==> src/rtl/mem_stage.sv <==
// mem_stage: RiSC-16 MEM pipeline stage driving sync data memory with load hold and writeback handshake
module mem_stage #(
  parameter int p_WORD_LEN    = 16,
  parameter int p_ADDR_LEN    = 10,
  parameter bit p_CHECK_RANGE = 1'b1
) (
  input  logic                  i_clk,
  input  logic                  i_rst,
  input  logic                  i_ex_valid,
  output logic                  o_ex_ready,
  input  logic [1:0]            i_ex_op,
  input  logic [p_WORD_LEN-1:0] i_ex_alu,
  input  logic [p_WORD_LEN-1:0] i_ex_st_data,
  input  logic [2:0]            i_ex_rd,
  output logic [p_ADDR_LEN-1:0] o_mem_addr,
  output logic                  o_mem_wr_en,
  output logic [p_WORD_LEN-1:0] o_mem_wr_data,
  input  logic [p_WORD_LEN-1:0] i_mem_rd_data,
  output logic                  o_wb_valid,
  input  logic                  i_wb_ready,
  output logic [p_WORD_LEN-1:0] o_wb_data,
  output logic [2:0]            o_wb_rd,
  output logic                  o_wb_we,
  output logic                  o_addr_fault
);
  localparam logic [1:0] OP_ALU = 2'b00;
  localparam logic [1:0] OP_LD  = 2'b01;
  localparam logic [1:0] OP_ST  = 2'b10;
  localparam logic [1:0] OP_NOP = 2'b11;
  logic                  r_valid;
  logic                  r_hold_valid;
  logic                  r_fault;
  logic                  r_addr_fault;
  logic [1:0]            r_op;
  logic [2:0]            r_rd;
  logic [p_WORD_LEN-1:0] r_alu;
  logic [p_WORD_LEN-1:0] r_hold;
  logic                  accept;
  logic                  fault;
  // upstream handshake, address range check and direct memory drive
  always_comb begin
    fault         = p_CHECK_RANGE && ((i_ex_alu >> p_ADDR_LEN) != '0) && (i_ex_op == OP_LD || i_ex_op == OP_ST);
    o_ex_ready    = !i_rst && (!r_valid || i_wb_ready);
    accept        = i_ex_valid && o_ex_ready;
    o_mem_addr    = i_ex_alu[p_ADDR_LEN-1:0];
    o_mem_wr_en   = accept && i_ex_op == OP_ST && !fault;
    o_mem_wr_data = i_ex_st_data;
  end
  // writeback presentation; a held load beats the live memory output, which follows the current address
  always_comb begin
    o_wb_valid   = r_valid;
    o_wb_rd      = r_rd;
    o_wb_we      = r_valid && (r_op == OP_ALU || r_op == OP_LD) && r_rd != 3'd0 && !r_fault;
    o_wb_data    = r_op == OP_ALU ? r_alu :
                   r_op != OP_LD  ? '0 :
                   r_fault        ? '0 :
                   r_hold_valid   ? r_hold : i_mem_rd_data;
    o_addr_fault = r_addr_fault;
  end
  // output register, load-data capture on the first stalled cycle, sticky fault flag
  always_ff @(posedge i_clk or posedge i_rst) begin
    if (i_rst) begin
      r_valid      <= 1'b0;
      r_hold_valid <= 1'b0;
      r_fault      <= 1'b0;
      r_addr_fault <= 1'b0;
      r_op         <= OP_NOP;
      r_rd         <= 3'd0;
      r_alu        <= '0;
      r_hold       <= '0;
    end else begin
      if (accept) begin
        r_valid      <= 1'b1;
        r_op         <= i_ex_op;
        r_rd         <= i_ex_rd;
        r_alu        <= i_ex_alu;
        r_fault      <= fault;
        r_hold_valid <= 1'b0;
      end else if (r_valid && i_wb_ready) begin
        r_valid      <= 1'b0;
        r_hold_valid <= 1'b0;
      end else if (r_valid && r_op == OP_LD && !r_hold_valid) begin
        r_hold       <= i_mem_rd_data;
        r_hold_valid <= 1'b1;
      end
      if (accept && fault) r_addr_fault <= 1'b1;
    end
  end
endmodule

==> config.mk <==
export PLATFORM = sky130hd
export DESIGN_NAME = mem_stage
export DESIGN_NICKNAME = d
export VERILOG_FILES = /design/src/rtl/mem_stage.sv
export SDC_FILE = /design/constraint.sdc
export NUM_CORES = 1
export LEC_CHECK = 0
export CAP_MARGIN = 20
export CORE_UTILIZATION = 40
export CTS_BUF_LIST = sky130_fd_sc_hd__clkbuf_16
export DETAILED_ROUTE_END_ITERATION = 6
export GPL_ROUTABILITY_DRIVEN = 0
export HOLD_SLACK_MARGIN = 0.08
export PLACE_DENSITY = 0.84
export SLEW_MARGIN = 20
export SYNTH_ARGS = -nofsm -noshare
export SYNTH_HDL_FRONTEND = slang
export SYNTH_SLANG_ARGS = --single-unit
==> constraint.sdc <==
create_clock -name i_clk -period 1.7 [get_ports i_clk]
set_input_delay 0.255 -clock i_clk [delete_from_list [all_inputs] [get_ports i_clk]]
set_output_delay 0.255 -clock i_clk [all_outputs]
set_load 0.1 [all_outputs]
==> run metrics <==
clk_lat worst skew=0.28 ns; cell repeated most along the worst path=buf_12; clk slew on worst S/H paths=0.06 ns; vias in the first global route=1,873; core footprint=5172 um^2; sequential share of the synthesized area=47.57%; critical-path maximum fanout=8; Tightest Hold Check Type=input pin to flip-flop; worst setup margin=-0.1231 ns; Vert. Die Dim=75.52 um; DR vias/cell=5.086; RSZ-0062 raised after global routing=true; Design Power=5.110 mW; EDFF count, synth=0; Antenna Cells=0; Peak VDD IR=788.2 uV; crit-path cells=buf_6 > nand3_4 > buf_12 > o21ai_4 > buf_12; status=finished, violations left; CTS tree=yes; Clock Path Buffers=2; 1st-pass router iterations=4; CTS buffer count=5; clock root buffer master=clkbuf_16; syn_area_per_cell=11.50 um^2; cell taking the most area after synthesis=dfrtp_1; fin crit share=107.2%; Final min period=1.823 ns; Post-Syn Instances=188; dpl hpwl=4160 um; vias post-DR=1,724; post-synthesis cell type count=26; Slew Limit Fails=0; WL/cell=17.37 um; Slew HR=70.72%; Final Instance Area=3916 um^2; largest net degree at the start of global routing=39; WS Path Type=flip-flop to primary output; max_cap viols=0; TNS Setup=-2.969 ns; CTS Hold Bufs=0; Max Fclk=0.5485 GHz; failing checks=setup timing; initial antenna violation count=0; DR iter-0 viols=78; top cell type's share of synthesized area=45.14%; arrival time at the worst endpoint=1.57 ns; H-tree depth=2; Final setup viols=32; Net Sw Frac=39.38%; crit end category=primary output; Die X-Extent=75.52 um; Tot GR Track Use=21.79%; Net Sw Power=2.013 mW; layout cells sized above 1=53.16%; logic gate share of total power=50.0%; FILL cells=305; total gr overflow=0; number of core rows=26; Synth area leaders=dfrtp_1, mux2_2, buf_4; ys async rst share=100.0%; first-pass GRT wire length=8983 um; Die Footprint=5703 um^2; Clk network pwr share=20.8%; power density over cell area=1305 nW/um^2; Least-Margin Pin Slew=0.4381 ns; cell-internal power=3.098 mW; Top FF cell, synth=dfrtp_1; Synth Cell Area=2162 um^2; count of buffers from port buffering=74; Total Wirelength=5888 um; Syn Nets=246; Layout Nets=326; Final Util=75.71%; critical path's slowest cell=dfstp_2; synthesized flop and latch total=41; initial core utilization=41.80%; Sequential Power Share=29.2%; Min Hold Slack=0.3307 ns; Placed Area=3580 um^2; Finished Layout Cells=339; Lkg Pwr=1.639 nW; clk_skew=0.004256 ns; Crit path largest cell delay=0.57 ns; residual DRC count=0; boundary pin count=107; Final Hold Viols=0; CP bufs+invs=3; CP required=1.44 ns; Synth warnings=0; CTS Sinks=41; Area Growth Syn to Fin=81.13%; DRT antenna net count=0; Startpoint Class=flip-flop; Setup Slack @ Placement=-0.1731 ns; CP top delay family=flip-flops; DP Cell Count=316
-- sequential cells by signal, summed over array words and instances (netlist names) --
signal and count:
o_addr_fault 1, o_wb_rd 3, o_wb_valid 1, r_alu 16, r_fault 1, r_hold 16, r_hold_valid 1, r_op 2
-- cells in the final DEF, fill, tap and decap left out --
cell and n:
nor2_4 3, nor2_1 1, bufinv_16 1, clkbuf_16 5
clkinvlp_4 1, nand3_4 1, a32o_1 1, o21ai_4 16
ha_1 1, mux2_2 19, nor4b_4 2, dfrtp_1 34
nor4_2 1, buf_4 21, a21o_1 1, mux2i_1 16
inv_1 2, mux2_4 16, inv_2 1, dfstp_2 2
dfrtp_2 1, o21ai_0 6, nand3_1 1, nand2b_1 1
nand2_1 18, clkinv_1 2, dfrtp_4 4, and2b_2 1
clkdlybuf4s50_1 33, dlygate4sd2_1 6, nand2b_4 1, dlymetal6s2s_1 1
nor3_4 1, buf_12 40, and3_4 1, o21bai_1 1
nor2b_1 1, buf_6 5
-- cell type report --
cell class / instances / area [um^2] / area share, %
clock inverters: 3 / 41.29 / 1.054
well taps: 70 / 87.58 / 2.236
multi-input cells: 110 / 1192 / 30.45
repair buffers: 106 / 1410 / 36.01
inverters: 4 / 15.01 / 0.3834
clock buffers: 5 / 125.1 / 3.195
flip-flops and latches: 41 / 1045 / 26.68
-- final timing paths --
kind,start,endpoint,slack (ns),cells after the start
worst max register to register,r_op[0],r_hold[10],-0.10,6
worst min-delay path,i_ex_alu[10],r_alu[10],0.33,2
min in group asynchronous,i_rst,o_wb_rd[2],0.35,3
worst max-delay path,r_op[0],o_wb_data[0],-0.12,5
worst min register to register,r_alu[5],r_alu[5],0.51,1
max in group asynchronous,i_rst,r_op[0],0.87,4
-- metal layers --
| metal | routed length [um] | global-route usage (%) | vias up |
|---|---|---|---|
| met2 | 3198 | 40.58 | 61 |
| met5 | 0 | 0 | - |
| li1 | - | - | 790 |
| met3 | 284 | 4.630 | 15 |
| met4 | 93 | 6.584 | 0 |
| met1 | 2312 | 24.98 | 858 |
-- power groups by stage --
| stage | clock network [mW] | registers, mW | logic, mW |
|---|---|---|---|
| after floorplan | 0 | 1.54 | 1.72 |
| final | 1.06 | 1.49 | 2.56 |
| after detailed placement | 0 | 1.48 | 2.47 |
| after global routing | 1.12 | 1.52 | 2.66 |
| after CTS | 1.07 | 1.48 | 2.52 |
| after global placement | 0 | 1.46 | 2.41 |
-- cells in the mapped netlist, types with 3 or more instances --
cell	count
buf_4	26
o21ai_0	22
inv_1	4
nor2_1	4
mux2_2	35
mux2i_1	16
buf_2	3
nand2_1	18
dfrtp_1	39
-- logic make-up (layout without fill, tap and decap cells) --
group	count (synthesis)	in the layout	synth area share, %
AO/OA/AOI/OAI	25	25	6.250
adder cells (fa/ha/maj)	1	1	0.5786
buffers and inverters	37	118	11.81
flip-flops	41	41	47.57
multiplexers	51	51	25.64
AND/OR/NAND/NOR	33	33	8.160
-- timing repair --
action	in CTS	in global routing
setup buffers	12	3
endpoints found under the setup margin	18	34
resized for setup	16	8
pin swaps	11	4
Note: power is estimated with default switching activity, not from simulation.
